<file path="config.mk">
export PLATFORM = sky130hd
export DESIGN_NAME = instr_fetch_unit
export DESIGN_NICKNAME = d
export VERILOG_FILES = /design/src/rtl/instr_fetch_unit.sv
export SDC_FILE = /design/constraint.sdc
export NUM_CORES = 1
export LEC_CHECK = 0
export CORE_MARGIN = 2
export CORE_UTILIZATION = 55
export CTS_BUF_LIST = sky130_fd_sc_hd__clkbuf_4 sky130_fd_sc_hd__clkbuf_8
export CTS_CLUSTER_SIZE = 20
export DETAILED_ROUTE_END_ITERATION = 12
export PLACE_DENSITY = 0.93
export REMOVE_ABC_BUFFERS = 1
export SETUP_SLACK_MARGIN = 0.05
export SLEW_MARGIN = 20
export SYNTH_ARGS = -nofsm -noshare
export SYNTH_HDL_FRONTEND = slang
export SYNTH_SLANG_ARGS = --single-unit
</file>
<file path="constraint.sdc">
create_clock -name Clock -period 5.56 [get_ports Clock]
set_input_delay 1.112 -clock Clock [delete_from_list [all_inputs] [get_ports Clock]]
set_output_delay 1.112 -clock Clock [all_outputs]
set_load 0.05 [all_outputs]
</file>
<file path="src/rtl/instr_fetch_unit.sv">
// rtl/instr_fetch_unit.sv - PC owner, single-outstanding imem fetch FSM and prefetch FIFO
module instr_fetch_unit #(
   parameter logic [15:0] RESET_PC = 16'd10,
   parameter logic [15:0] PC_STEP  = 16'd2,
   parameter int          DEPTH    = 2
) (
   input  logic        Clock,
   input  logic        Reset,
   output logic        imem_req,
   output logic [15:0] imem_addr,
   input  logic        imem_ack,
   input  logic [15:0] imem_rdata,
   input  logic        redirect_valid,
   input  logic [15:0] redirect_pc,
   output logic        instr_valid,
   output logic [15:0] instr,
   output logic [15:0] instr_pc,
   input  logic        instr_ready
);
   localparam int PW = $clog2(DEPTH);
   localparam int CW = $clog2(DEPTH + 1);
   localparam logic [CW-1:0] FULL = CW'(DEPTH);

   typedef enum logic [1:0] {IDLE, WAIT, DROP} state_t;

   state_t        state;
   logic [15:0]   fetch_pc;
   logic [15:0]   fifo_instr [DEPTH];
   logic [15:0]   fifo_pc    [DEPTH];
   logic [PW-1:0] rd_ptr;
   logic [PW-1:0] wr_ptr;
   logic [CW-1:0] count;
   logic          push;
   logic          pop;

   // A redirect overrides any same-cycle push or pop so nothing stale survives the flush.
   always_comb begin
      push = 1'b0;
      pop  = 1'b0;
      if (!redirect_valid) begin
         push = (state == WAIT) && imem_ack;
         pop  = instr_valid && instr_ready;
      end
   end

   assign instr_valid = (count != '0);
   assign instr       = fifo_instr[rd_ptr];
   assign instr_pc    = fifo_pc[rd_ptr];

   always_ff @(posedge Clock) begin
      if (Reset) begin
         state     <= IDLE;
         fetch_pc  <= RESET_PC;
         imem_req  <= 1'b0;
         imem_addr <= RESET_PC;
      end else begin
         case (state)
            IDLE: begin
               // Full gate uses the current count; a pop this cycle frees space next cycle.
               if (redirect_valid) begin
                  fetch_pc <= redirect_pc;
               end else if (count < FULL) begin
                  state     <= WAIT;
                  imem_req  <= 1'b1;
                  imem_addr <= fetch_pc;
               end
            end
            WAIT: begin
               if (redirect_valid) begin
                  fetch_pc <= redirect_pc;
                  if (imem_ack) begin
                     state    <= IDLE;
                     imem_req <= 1'b0;
                  end else begin
                     state <= DROP;
                  end
               end else if (imem_ack) begin
                  fetch_pc <= fetch_pc + PC_STEP;
                  state    <= IDLE;
                  imem_req <= 1'b0;
               end
            end
            DROP: begin
               if (redirect_valid) begin
                  fetch_pc <= redirect_pc;
               end
               if (imem_ack) begin
                  state    <= IDLE;
                  imem_req <= 1'b0;
               end
            end
            default: begin
               state    <= IDLE;
               imem_req <= 1'b0;
            end
         endcase
      end
   end

   always_ff @(posedge Clock) begin
      if (Reset) begin
         rd_ptr <= '0;
         wr_ptr <= '0;
         count  <= '0;
         for (int i = 0; i < DEPTH; i++) begin
            fifo_instr[i] <= '0;
            fifo_pc[i]    <= '0;
         end
      end else if (redirect_valid) begin
         rd_ptr <= '0;
         wr_ptr <= '0;
         count  <= '0;
      end else begin
         if (push) begin
            fifo_instr[wr_ptr] <= imem_rdata;
            fifo_pc[wr_ptr]    <= fetch_pc;
            wr_ptr             <= wr_ptr + PW'(1);
         end
         if (pop) begin
            rd_ptr <= rd_ptr + PW'(1);
         end
         if (push && !pop) begin
            count <= count + CW'(1);
         end else if (pop && !push) begin
            count <= count - CW'(1);
         end
      end
   end

endmodule

</file>
==> results.toml <==
[outcome]
outcome = "finished, final reports clean"

[cts]
htree_levels = 3
hold_buffers = 0
clk_latency_ns = 0.39
clk_pin_slew_ns = 0.10
cts-root-buf = "clkbuf_8"
cts_tree = "yes"
clkSinkCount = 104
cts_buffers = 9
cts_setup_buffers = 0
clock_path_buffers = 2
ctsResizeCount = 0

[worst_hold_path]
hp-class = "flop to flop"

[floorplan]
die_h_um = 98.1
dieWidth_um = 98.1
io_pins = 87
rows = 34
core_area_um2 = 8640
start_util_pct = 56.4
die_area_um2 = 9620

[layout]
nNetsFinal = 561
drive_gt1_share_pct = 12.8
num_antenna_cells = 0
area_delta_synth_final_pct = 23.5
finish.utilization_pct = 69.6
n_fill_cell = 634

[global_route]
grt_pass1_vias = 3718
grt_pass1_wl_mm = 17.8
grt_usage_pct = 23.5
grt_overflow_total = 0
grt_max_degree = 38
antenna_found_initial = 0

[drt]
wl_per_cell_um = 17.5
viasPerCell = 5.82
antenna_left = 0
drcViolationCount = 0
drt_wl_total_mm = 11.0
drt_iter0_markers = 245
first_pass_iters = 5
num_vias = 3669

[synthesis]
synth_flop_cell = "edfxtp_1"
synth_edf_count = 64
synthCells = 446
synth_async_sr_flop_share_pct = 0
yosys.area.top_type = "edfxtp_1"
yosys.cell_count.top_type = "and2_1"
avgSynthCellArea_um2 = 10.9
synth.area.top_cells = "edfxtp_1 39%, dfxtp_1 16%, and2_1 8.4%"
synth_seq_area_share_pct = 55.9
ys_seq_elements = 104
synth_top_area_share_pct = 39.5
yosysWarnings = 0
synth_cell_types = 51
ys_top_cells_by_count = "65 x and2_1, 64 x edfxtp_1, 47 x nand2_1"
synth_area_um2 = 4870

[job]
maxCapViolCount = 0

[pwr]
p_leak_nw = 2.20
max-vdd-ir-drop_mv = 0.155
powerDensity_nw_per_um2 = 269

[timing]
rsz0062_at_grt = "no"
skew_ns = 0.0117
hold_slack_ns = 0.469
worst_pin_slew_ns = 1.06
finalHoldViolations = 0
fin_crit_sh_pct = 70.8
tns_ns = 0
setup_viol = 0
relSlewSlack_pct = 29.0
min_period_ns = 3.94
max_freq_mhz = 254
drv_slew = 0

[place]
port_buffers = 86
gp_congestion = 0.854
post-dp-hpwl_mm = 7.40

[critical_path]
cp.required_ns = 4.45
setup.worst_path.class = "flop to output pin"
end_kind = "output pin"
critPathLaunchType = "flop"
path_max_fanout = 22
cp.arrival_ns = 2.83
power breakdown:
| group | switching (W) | internal (W) |
|---|---|---|
| combinational | 0.000160 | 0.000101 |
| clock | 0.000282 | 0.000186 |
| sequential | 0.0000336 | 0.000855 |
| total | 0.000475 | 0.00114 |
stage by stage:
| stage | total power [W] | setup WS (ns) | cells | instance area, µm² |
|---|---|---|---|---|
| floorplan | 0.00105 | 1.43 | 411 | 4720 |
| global placement | 0.00116 | 1.87 | 614 | 5810 |
| detailed placement | 0.00117 | 1.73 | 614 | 5810 |
| CTS | 0.00162 | 1.59 | 630 | 6010 |
| global route | 0.00168 | 1.48 | 630 | 6010 |
| finish | 0.00162 | 1.62 | 630 | 6010 |
area by class of cell:
cell class | instances | area (µm²) | share of cell area [%]
Clock buffer | 10 | 138 | 2.29
Multi-Input combinational cell | 299 | 2000 | 33.2
Tap cell | 108 | 135 | 2.25
Clock inverter | 6 | 62.6 | 1.04
Inverter | 8 | 30.0 | 0.499
Timing Repair Buffer | 95 | 928 | 15.4
Sequential cell | 104 | 2720 | 45.3
flip-flops by register name (all words and copies together), names as in the netlist, named ones only:
register	cells
fetch_pc	16
fifo_pc	32
imem_addr	16
wr_ptr	1
count	2
fifo_instr	32
rd_ptr	1
state	2
imem_req	1
path summary, 6_finish.rpt:
kind | startpoint | to | slack, ns | cells past startpoint
setup / recovery | flop | instr[3] | 1.62 | 3
hold / removal | imem_addr[10]$_SDFFE_PP0P_ | imem_addr[10]$_SDFFE_PP0P_ | 0.47 | 2
setup reg to reg | state[0]$_SDFFE_PP0P_ | fifo_pc[1][12]$_SDFFCE_PN0P_ | 2.91 | 5
hold reg to reg | imem_addr[10]$_SDFFE_PP0P_ | imem_addr[10]$_SDFFE_PP0P_ | 0.47 | 2
kinds of logic after synthesis:
logic type,count (synthesis),share of synthesized area [%]
AO/OA/AOI/OAI,78,10.9
AND/OR/NAND/NOR,177,19.5
multiplexers,32,7.40
buffers and inverters,43,3.62
flip-flops,104,55.9
XOR/XNOR,5,0.899
adder cells (fa/ha/maj),7,1.80
layout by cell type, fill, tap and decap left out, types with 4 or more instances in the layout:
cell	n
edfxtp_1	64
o21ai_0	9
dfxtp_1	40
clkdlybuf4s50_1	86
inv_1	8
a211oi_1	5
buf_4	9
nand3_1	11
a21oi_1	25
xor2_1	4
nor2_1	16
a31oi_1	6
nand2_1	47
nand4_1	6
and4_1	4
clkbuf_8	10
ha_1	7
nor3_1	9
nand2b_1	4
and2_1	65
mux2_2	32
routing by layer:
metal	GRT usage (%)	wire [µm]	up-vias
met4	9.62	265	0
met3	4.51	688	22
met5	0	0	-
met2	40.3	5510	152
met1	29.4	4540	1744
li1	-	-	1751
critical path, stage by stage, from the launching register on:
cell	delay, ns
dfxtp_1	1.04
buf_4	0.34
mux2_2	0.36
clkdlybuf4s50_1	0.70
Power figures use the tool's default switching activity.
